--- config.mk ---
export PLATFORM = sky130hd
export DESIGN_NAME = systolic_matmul_top
export DESIGN_NICKNAME = d
export VERILOG_FILES = /design/src/rtl/systolic_pkg.sv /design/src/rtl/systolic_matmul_top_pe.sv /design/src/rtl/systolic_matmul_top.sv
export SDC_FILE = /design/constraint.sdc
export NUM_CORES = 2
export LEC_CHECK = 0
export BUFFER_PORTS_ARGS = -buffer_cell sky130_fd_sc_hd__buf_2
export CAP_MARGIN = 20
export CORE_MARGIN = 3
export CORE_UTILIZATION = 40
export CTS_BUF_LIST = sky130_fd_sc_hd__clkbuf_4 sky130_fd_sc_hd__clkbuf_8
export CTS_CLUSTER_DIAMETER = 150
export DETAILED_ROUTE_END_ITERATION = 10
export GPL_ROUTABILITY_DRIVEN = 0
export PLACE_DENSITY_LB_ADDON = 0.3
export SYNTH_ARGS = -nofsm -noshare
export SYNTH_HDL_FRONTEND = slang
export SYNTH_SLANG_ARGS = --single-unit
--- constraint.sdc ---
create_clock -name i_clk -period 6.45 [get_ports i_clk]
set_input_delay 1.29 -clock i_clk [delete_from_list [all_inputs] [get_ports i_clk]]
set_output_delay 1.29 -clock i_clk [all_outputs]
set_load 0.02 [all_outputs]
--- src/rtl/systolic_pkg.sv ---
// Shared types and helpers for the systolic matrix-multiply block.
// Holds the FSM state type, latency/width helpers and the MAC adder.
package systolic_pkg;

  typedef enum logic [1:0] {IDLE, RUN, DONE} state_t;

  function automatic int latency(input int n);
    return 3 * n - 1;
  endfunction

  function automatic int acc_w_default(input int dw, input int n);
    return 2 * dw + $clog2(n);
  endfunction

  // Operands arrive already extended to 64 bits; caller truncates to w.
  function automatic logic [63:0] sat_add(
    input logic [63:0] acc,
    input logic [63:0] prod,
    input int          w,
    input bit          sgn,
    input bit          sat
  );
    logic [63:0] sum;
    logic [63:0] hi;
    logic [63:0] lo;
    sum = acc + prod;
    if (!sat) return sum;
    if (sgn) begin
      hi = (64'd1 << (w - 1)) - 64'd1;
      lo = ~hi;
      if ($signed(sum) > $signed(hi)) return hi;
      if ($signed(sum) < $signed(lo)) return lo;
      return sum;
    end
    hi = (64'd1 << w) - 64'd1;
    if (sum > hi) return hi;
    return sum;
  endfunction

endpackage

--- src/rtl/systolic_matmul_top_pe.sv ---
// One output-stationary MAC cell of the systolic grid.
// Forwards a right and b down through registers.
module systolic_pe
  import systolic_pkg::*;
#(
  parameter int DATA_W   = 8,
  parameter int ACC_W    = 18,
  parameter int SIGNED   = 0,
  parameter int SATURATE = 0
) (
  input  logic              i_clk,
  input  logic              i_arst,
  input  logic [DATA_W-1:0] a_in,
  input  logic [DATA_W-1:0] b_in,
  input  logic              clr,
  input  logic              en,
  output logic [DATA_W-1:0] a_out,
  output logic [DATA_W-1:0] b_out,
  output logic [ACC_W-1:0]  acc
);

  localparam int PW = 2 * DATA_W;

  logic signed [PW-1:0] ps;
  logic [PW-1:0]        pu;
  logic [PW-1:0]        prod;
  logic [63:0]          pext;
  logic [63:0]          aext;
  logic [DATA_W-1:0]    a_q;
  logic [DATA_W-1:0]    b_q;
  logic [ACC_W-1:0]     acc_q;

  assign ps   = PW'($signed(a_in)) * PW'($signed(b_in));
  assign pu   = PW'(a_in) * PW'(b_in);
  assign prod = (SIGNED != 0) ? ps : pu;
  assign pext = {{(64-PW){(SIGNED != 0) && prod[PW-1]}}, prod};
  assign aext = {{(64-ACC_W){(SIGNED != 0) && acc_q[ACC_W-1]}}, acc_q};

  always_ff @(posedge i_clk) begin
    if (i_arst || clr) begin
      a_q   <= '0;
      b_q   <= '0;
      acc_q <= '0;
    end else if (en) begin
      a_q   <= a_in;
      b_q   <= b_in;
      acc_q <= ACC_W'(sat_add(aext, pext, ACC_W,
                              SIGNED != 0, SATURATE != 0));
    end
  end

  assign a_out = a_q;
  assign b_out = b_q;
  assign acc   = acc_q;

endmodule

--- src/rtl/systolic_matmul_top.sv ---
// N x N systolic matrix multiply C = A*B with valid/ready on both sides.
// Skewed row/column feeds drive an output-stationary PE grid.
module systolic_matmul_top
  import systolic_pkg::*;
#(
  parameter int N        = 4,
  parameter int DATA_W   = 8,
  parameter int ACC_W    = acc_w_default(DATA_W, N),
  parameter int SIGNED   = 0,
  parameter int SATURATE = 0
) (
  input  logic                               i_clk,
  input  logic                               i_arst,
  input  logic [N-1:0][N-1:0][DATA_W-1:0]    i_a,
  input  logic [N-1:0][N-1:0][DATA_W-1:0]    i_b,
  input  logic                               i_validInput,
  output logic                               o_readyInput,
  output logic [N-1:0][N-1:0][ACC_W-1:0]     o_c,
  output logic                               o_validResult,
  input  logic                               i_readyResult
);

  localparam int             CW   = $clog2(3 * N);
  // Accumulators settle one edge after the last MAC.
  localparam logic [CW-1:0]  LAST = CW'(latency(N) - 1);

  state_t                            st_q;
  logic [CW-1:0]                     cnt_q;
  logic                              rdy_q;
  logic                              vld_q;
  logic [N-1:0][N-1:0][ACC_W-1:0]    c_q;
  logic [N-1:0][N-1:0][DATA_W-1:0]   asr_q;
  logic [N-1:0][N-1:0][DATA_W-1:0]   bsr_q;
  logic [N-1:0][N-1:0][ACC_W-1:0]    acc_g;
  logic [DATA_W-1:0]                 a_h [N][N+1];
  logic [DATA_W-1:0]                 b_v [N+1][N];
  logic [DATA_W-1:0]                 a_unused [N];
  logic [DATA_W-1:0]                 b_unused [N];
  logic                              go;
  logic                              en;

  assign go = (st_q == IDLE) && i_validInput;
  assign en = (st_q == RUN);

  always_ff @(posedge i_clk) begin
    if (i_arst) begin
      st_q  <= IDLE;
      cnt_q <= '0;
      rdy_q <= 1'b1;
      vld_q <= 1'b0;
      c_q   <= '0;
    end else begin
      unique case (st_q)
        IDLE: if (i_validInput) begin
          st_q  <= RUN;
          cnt_q <= '0;
          rdy_q <= 1'b0;
        end
        RUN: begin
          cnt_q <= cnt_q + 1'b1;
          if (cnt_q == LAST) begin
            st_q  <= DONE;
            vld_q <= 1'b1;
            c_q   <= acc_g;
          end
        end
        DONE: if (i_readyResult) begin
          st_q  <= IDLE;
          vld_q <= 1'b0;
          rdy_q <= 1'b1;
        end
        default: st_q <= IDLE;
      endcase
    end
  end

  // Row r / column r start shifting once the step reaches r.
  always_ff @(posedge i_clk) begin
    if (i_arst) begin
      asr_q <= '0;
      bsr_q <= '0;
    end else if (go) begin
      asr_q <= i_a;
      for (int r = 0; r < N; r++)
        for (int k = 0; k < N; k++)
          bsr_q[r][k] <= i_b[k][r];
    end else if (en) begin
      for (int r = 0; r < N; r++)
        if (cnt_q >= CW'(r)) begin
          asr_q[r] <= asr_q[r] >> DATA_W;
          bsr_q[r] <= bsr_q[r] >> DATA_W;
        end
    end
  end

  for (genvar i = 0; i < N; i++) begin : g_feed
    assign a_h[i][0] = (cnt_q >= CW'(i)) ? asr_q[i][0] : '0;
    assign b_v[0][i] = (cnt_q >= CW'(i)) ? bsr_q[i][0] : '0;
    assign a_unused[i] = a_h[i][N];
    assign b_unused[i] = b_v[N][i];
  end

  for (genvar i = 0; i < N; i++) begin : g_row
    for (genvar j = 0; j < N; j++) begin : g_col
      systolic_pe #(
        .DATA_W  (DATA_W),
        .ACC_W   (ACC_W),
        .SIGNED  (SIGNED),
        .SATURATE(SATURATE)
      ) u_pe (
        .i_clk (i_clk),
        .i_arst(i_arst),
        .a_in  (a_h[i][j]),
        .b_in  (b_v[i][j]),
        .clr   (go),
        .en    (en),
        .a_out (a_h[i][j+1]),
        .b_out (b_v[i+1][j]),
        .acc   (acc_g[i][j])
      );
    end
  end

  assign o_readyInput  = rdy_q;
  assign o_validResult = vld_q;
  assign o_c           = c_q;

endmodule

Word level (Yosys, flattened, before mapping):

Index checks and enable logic that the tools add are counted.

* add/sub/neg operators: 17
* multiply operators: 16
* order comparisons: 20
* equality and inequality tests: 6
* muxes and demuxes: 146
* reduce and logical (&&, ||, !) cells: 20

Operators by type and width (number)
* 2-to-1 mux 18 bit: 48
* 2-to-1 mux 128 bit: 4
* adder 18 x 16 -> 19 bit: 16
* greater-than comparator 19 x 18 -> 1 bit, second input constant: 16
* multiplier 8 x 8 -> 16 bit: 16
* 2-to-1 mux 32 bit: 8
* 2-to-1 mux 1 bit: 70
* 2-to-1 mux 8 bit: 8
* nonzero test 2 bit: 8
* AND reduction 2 bit: 6
* AND reduction 3 bit: 3
* >= comparator 4 x 1 -> 1 bit, second input constant: 2
* >= comparator 4 x 2 -> 1 bit, second input constant: 2
* one-hot mux 4 bit (2 select lines): 1
* 2-to-1 mux 2 bit: 3
* one-hot mux 2 bit (3 select lines): 1
* adder 4 x 1 -> 4 bit, second input constant: 1
* equality test 4 bit, second input constant: 1
* 2-to-1 mux 4 bit: 1
* inequality test 2 bit, second input constant: 2
* one-hot mux 1 bit (2 select lines): 2
* equality test 2 x 1 -> 1 bit, second input constant: 1
* equality test 2 bit, second input constant: 1
* logical NOT 2 bit: 1
* other kinds (3): 3

* bits in registers: 1032
* output and inout bits: 290
* word-level logic and storage cells: 317

Depth between registers and ports, before layout:

* depth in word-level cells: 11
* mapped depth: 26

By module:

Synthesis repeated with hierarchy kept, for this count alone.

* cells, all modules: 9893
* area, all modules: 85507.0 µm²

By module, submodules not included
* systolic_pe (g_row[1].g_col[0].u_pe ...): times used 8, cells each 448, area each 3930.0 µm², sequential area each 680.7 µm²
* systolic_matmul_top: times used 1, cells each 2732, area each 22784.4 µm², sequential area each 11050.6 µm²
* systolic_pe (g_row[0].g_col[0].u_pe ...): times used 4, cells each 443, area each 3880.0 µm², sequential area each 680.7 µm²
* systolic_pe (g_row[3].g_col[1].u_pe ...): times used 2, cells each 446, area each 3911.3 µm², sequential area each 680.7 µm²
* systolic_pe (g_row[3].g_col[0].u_pe): times used 1, cells each 463, area each 4016.4 µm², sequential area each 680.7 µm²
* systolic_pe (g_row[3].g_col[3].u_pe): times used 1, cells each 450, area each 3923.8 µm², sequential area each 680.7 µm²

Worst setup path after synthesis:

No wires, ideal clock.

* path type: register to register
* from: register cnt_q[0]
* to: register g_row[0].g_col[1].u_pe.acc_q[17]
* library setup time: 0.130 ns
* data arrival time: 5.644 ns
* required time: 6.320 ns
* setup slack: 0.675 ns
* cell stages (with the launch flop): 24
* buffers on the path: 4
* path through: dfxtp_1 > inv_1 > ha_1 > or4b_1 > clkbuf_1 > clkbuf_1 > clkbuf_1 > clkbuf_1 > nand3_1 > fa_1 > fa_1 > inv_1 > fa_1 > inv_1 > fa_1 > inv_1 > ha_1 > o21ai_0 > a21oi_1 > o41a_1 > a311oi_1 > o21ai_0 > a31oi_1 > nor3b_1

* longest elaborated chain between the ends: 11
* elaborated cells on any way between the ends: 12

RTL lines
* start: declaration: line systolic_matmul_top.sv:28 `logic [CW-1:0] cnt_q;`
* start signal: assignment: line systolic_matmul_top.sv:60 `cnt_q <= cnt_q + 1'b1;`
* >= comparator 4 x 1 -> 1 bit *: line systolic_matmul_top.sv:98 `assign b_v[0][i] = (cnt_q >= CW'(i)) ? bsr_q[i][0] : '0;`
* 2-to-1 mux 8 bit *: line systolic_matmul_top.sv:98
* multiplier 8 x 8 -> 16 bit *: line systolic_matmul_top_pe.sv:34 `assign pu = PW'(a_in) * PW'(b_in);`
* adder 18 x 16 -> 19 bit *: line systolic_pkg.sv:26 `sum = acc + prod;`
* greater-than comparator 19 x 18 -> 1 bit: line systolic_pkg.sv:36 `if (sum > hi) return hi;`
* 2-to-1 mux 1 bit: line systolic_pkg.sv:36
* 2-to-1 mux 1 bit: line systolic_pkg.sv:28 `if (sgn) begin`
* 2-to-1 mux 1 bit: line systolic_matmul_top_pe.sv:44 `end else if (en) begin`
* 2-to-1 mux 1 bit: line systolic_matmul_top_pe.sv:40 `if (i_arst || clr) begin`
* 2-to-1 mux 18 bit: line systolic_pkg.sv:37 `return sum;`
* 2-to-1 mux 18 bit *: line systolic_pkg.sv:28
* end signal: assignment: line systolic_matmul_top_pe.sv:47 `acc_q <= ACC_W'(sat_add(aext, pext, ACC_W,`
* end: declaration: line systolic_matmul_top_pe.sv:31 `logic [ACC_W-1:0] acc_q;`

Every way passes the cells marked *; elsewhere a longest branch is shown, timed or not. The select of a mux whose other input is x is not followed.
A chain may end at the register's enable or synchronous reset.

Worst setup path after layout:

* from: register cnt_q[1]
* to: register g_row[0].g_col[1].u_pe.acc_q[17]

Same word-level chain as after synthesis.

==> impl_metrics.yaml <==
finish:
  finish.net_count: 11500
  layout-drive-gt1-share_pct: 9.90
  multi_input_area_um2: 50300
  final.fill_count: 19500
  regArea_um2: 20700
  syn2layout_area_growth_pct: 10.9
critical_path:
  crit_family: "adder cells"
  critical_path_class: "reg -> reg"
  cp_slowest_stage_delay_ns: 0.55
  crit_path_max_fanout: 28
  crit_chain: "inv_1, ha_1, or4b_4, buf_4, and3_1, fa_1, fa_1, fa_1, inv_1, fa_1, inv_1, ha_1, o21ai_0, a21oi_1, o41a_1, a311oi_1, o21ai_0, a31oi_1, nor3b_1"
  timing.critical_path.to_type: "flop"
  crit_buf_inv: 4
  worst_ep_required_ns: 7.22
  path_common_cell: "sky130_fd_sc_hd__fa_1"
  timing.critical_path.from_type: "flop"
  critical_path.reg2reg.startpoint: "cnt_q[1]"
  crit_arrival_ns: 6.69
  cp-startpoint: "cnt_q[1]"
  crit_slowest_cell: "sky130_fd_sc_hd__or4b_4"
clock_tree:
  htree_num_levels: 4
  max_root_sink_buffers: 3
  clock_tree_from_tritoncts: "yes"
  clk_root_buffer_cell: "sky130_fd_sc_hd__clkbuf_8"
  post_cts_sizing_count: 0
  cts_inserted_buffers: 190
  postCtsHoldBufs: 0
  cts.repair_timing.setup_buffer_count: 0
  cts.sink_count: 1032
  cts.reportedPaths.clkPinSlew_ns: 0.06
  worstSkewPairLatency_ns: 0.96
floorplan:
  initial_util_pct: 40.5
  core-area_um2: 194000
  core.rowCount: 161
  die_y_um: 449
  fp.dieW_um: 449
  dieArea_um2: 202000
  io_pins: 550
routing:
  drt_drc_violations_left: 0
  drt-vias-per-instance: 5.15
  post_drt_wl_per_cell_um: 18.7
  drt.antenna.violating_nets: 0
  vias: 64900
  first_iter_violations: 3911
  dr.pass1.iters: 6
  post_route_wl_um: 235000
logic_synthesis:
  netlist_instances: 9664
  number_of_distinct_library_cells_after_synthesis: 81
  synth.top_cells.by_area: "sky130_fd_sc_hd__dfxtp_1 26%, sky130_fd_sc_hd__fa_1 20%, sky130_fd_sc_hd__ha_1 10%, sky130_fd_sc_hd__nand2_1 9.9%, sky130_fd_sc_hd__inv_1 6.7%"
  synth_top_area_cell: "sky130_fd_sc_hd__dfxtp_1"
  post_synth.cell_area_avg_um2: 8.12
  number_of_enable_type_register_cells_in_the_synthesized_netlist: 0
  yosys.area.top_type_share_pct: 26.3
  synth_async_sr_flop_share_pct: 0
  postSynth.topFlopCell: "sky130_fd_sc_hd__dfxtp_1"
  yosys_register_bits: 1032
  yosysSeqAreaShare_pct: 26.3
  syn_nets: 11400
  yosys_warnings: 0
  synth_area_um2: 78500
sta:
  final_min_period_over_clock_period_pct: 91.9
  layout_min_cycle_time_ns: 5.93
  rsz0062_at_grt: "no"
  fmax_mhz: 169
  relSlewSlack_pct: 13.1
  hold_viol_final: 0
  final.setup.tns_ns: 0
  report.final.setup_viol: 0
  timing.clock.skew_ns: 0.0532
  tightest_slew_ns: 1.30
  slew_violations: 0
global_routing:
  global_route.overflow_total: 0
  first_global_vias: 66200
  grt_util_all_layers_pct: 23.2
  grt_start_max_net_pins: 204
  grt_antenna_before_repair: 43
  grt_pass1_wl_um: 374000
power_and_ir_drop:
  power_density_relative_to_cell_area_nw_per_um2: 172
  totalPowerFinal_uw: 15000
  ir_worst_vdd_mv: 0.170
  cellLeakagePower_uw: 0.0404
place:
  io_buffers: 549
  place.detailed.hpwl_um: 178000
worst_hold_path:
  worst_hold_path_type: "reg -> reg"
  hp-start: "bsr_q[53]"
run:
  max_cap_violations: 0
status:
  outcome: "completed"
[Yosys cell counts (5+ instances only)]
cell / n
sky130_fd_sc_hd__or3_1: 25
sky130_fd_sc_hd__nand2_1: 2080
sky130_fd_sc_hd__o31ai_1: 12
sky130_fd_sc_hd__nand4_1: 15
sky130_fd_sc_hd__buf_2: 33
sky130_fd_sc_hd__a311oi_1: 149
sky130_fd_sc_hd__a31oi_1: 16
sky130_fd_sc_hd__nor3_1: 48
sky130_fd_sc_hd__and2_1: 339
sky130_fd_sc_hd__o21a_1: 35
sky130_fd_sc_hd__mux2i_1: 21
sky130_fd_sc_hd__and3_1: 223
sky130_fd_sc_hd__dfxtp_1: 1032
sky130_fd_sc_hd__a41oi_1: 5
sky130_fd_sc_hd__clkbuf_2: 6
sky130_fd_sc_hd__nand2b_1: 40
sky130_fd_sc_hd__o21bai_1: 13
sky130_fd_sc_hd__clkbuf_1: 515
sky130_fd_sc_hd__nor2_1: 365
sky130_fd_sc_hd__o31a_1: 8
sky130_fd_sc_hd__and4_1: 7
sky130_fd_sc_hd__a211oi_1: 44
sky130_fd_sc_hd__fa_1: 800
sky130_fd_sc_hd__a22o_1: 6
sky130_fd_sc_hd__a21o_1: 91
sky130_fd_sc_hd__o21ai_1: 18
sky130_fd_sc_hd__nor2b_1: 50
sky130_fd_sc_hd__a21oi_1: 867
sky130_fd_sc_hd__inv_1: 1395
sky130_fd_sc_hd__xor2_1: 48
sky130_fd_sc_hd__buf_1: 80
sky130_fd_sc_hd__or2_2: 6
sky130_fd_sc_hd__a22oi_1: 97
sky130_fd_sc_hd__ha_1: 644
sky130_fd_sc_hd__o22ai_1: 7
sky130_fd_sc_hd__nand3_1: 197
sky130_fd_sc_hd__xnor2_1: 96
sky130_fd_sc_hd__o211ai_1: 10
sky130_fd_sc_hd__o21ai_0: 120
sky130_fd_sc_hd__nor3b_1: 8
sky130_fd_sc_hd__nand3b_1: 12
sky130_fd_sc_hd__a31o_2: 6
sky130_fd_sc_hd__a2111oi_0: 7
[kinds of logic (layout without fill, tap and decap cells)]
logic type	count (synthesis)	count (layout)	share of synthesized area, %
xor gates and xnor gates	144	144	1.61
muxes	22	22	0.282
adders and majority gates	1444	1444	30.7
other	0	16	0
buffers and inverters	2030	2341	9.78
AOI/OAI and AO/OA	1556	1556	12.0
DFF	1032	1032	26.3
and+or+nand+nor	3436	3436	19.3
[tightest hold or removal path, cell delays in order (launching register included)]
cell and delay (ns):
sky130_fd_sc_hd__dfxtp_1 0.31, sky130_fd_sc_hd__nand2_1 0.05, sky130_fd_sc_hd__a311oi_1 0.07
[layer usage]
layer | up-vias | wire (µm) | track usage, %
met2 | 1677 | 112000 | 39.2
met1 | 31700 | 99100 | 28.9
met4 | 50 | 10700 | 10.1
met5 | - | 296 | 0
met3 | 426 | 13100 | 4.35
li1 | 31100 | - | -
[power by group]
group	internal, µW	switching (µW)	leakage (µW)
Combinational	323	796	0.0297
Sequential	6530	222	0.00836
Clock	4100	3020	0.00227
[layout by cell type, fill, tap and decap left out, drive strengths merged, types with 97 or more instances in the layout]
cell,synthesis,routed
a21oi,867,867
a22oi,97,97
a311oi,149,149
and2,343,343
and3,223,223
buf,114,605
clkbuf,521,278
dfxtp,1032,1032
fa,800,800
ha,644,644
inv,1395,1403
nand2,2080,2080
nand3,197,197
nor2,365,365
o21ai,138,138
[worst paths after layout]
check,end,slack (ns),depth (start not counted)
min reg2reg,bsr_q[45],0.45,2
max,g_row[0].g_col[1].u_pe.acc[17],0.52,19
min,bsr_q[45],0.45,2
max reg2reg,g_row[0].g_col[1].u_pe.acc[17],0.52,19
[through the flow]
| step | utilization, % | hold WS (ns) | cell area [µm²] | setup WS (ns) | cells |
|---|---|---|---|---|---|
| after floorplan | - | 0.432 | 78500 | 0.675 | 9664 |
| after global placement | 42.7 | 0.443 | 82700 | 0.596 | 12200 |
| after detailed placement | 42.7 | 0.444 | 82800 | 0.577 | 12200 |
| after CTS | 44.9 | 0.439 | 87000 | 0.486 | 12600 |
| after global routing | 44.9 | 0.466 | 87000 | 0.0339 | 12600 |
| final | 44.9 | 0.449 | 87100 | 0.521 | 12600 |
[cell type report]
class | instances | area share [%]
clock inverters | 63 | 0.898
multi-input cells | 6602 | 57.7
clock buffers | 278 | 4.02
diodes | 16 | 0.0460
repair buffers | 605 | 3.81
inverters | 1395 | 6.01
flip-flops and latches | 1032 | 23.7
well taps | 2608 | 3.75
[registers in the layout, summed over array words and instances (netlist names)]
register,cells
g_row.g_col.u_pe.b_out,96
o_readyInput,1
o_validResult,1
cnt_q,4
g_row.g_col.u_pe.acc,288
bsr_q,128
st_q,2
g_row.g_col.u_pe.a_out,96
asr_q,128
o_c,288
Power figures use the tool's default switching activity.
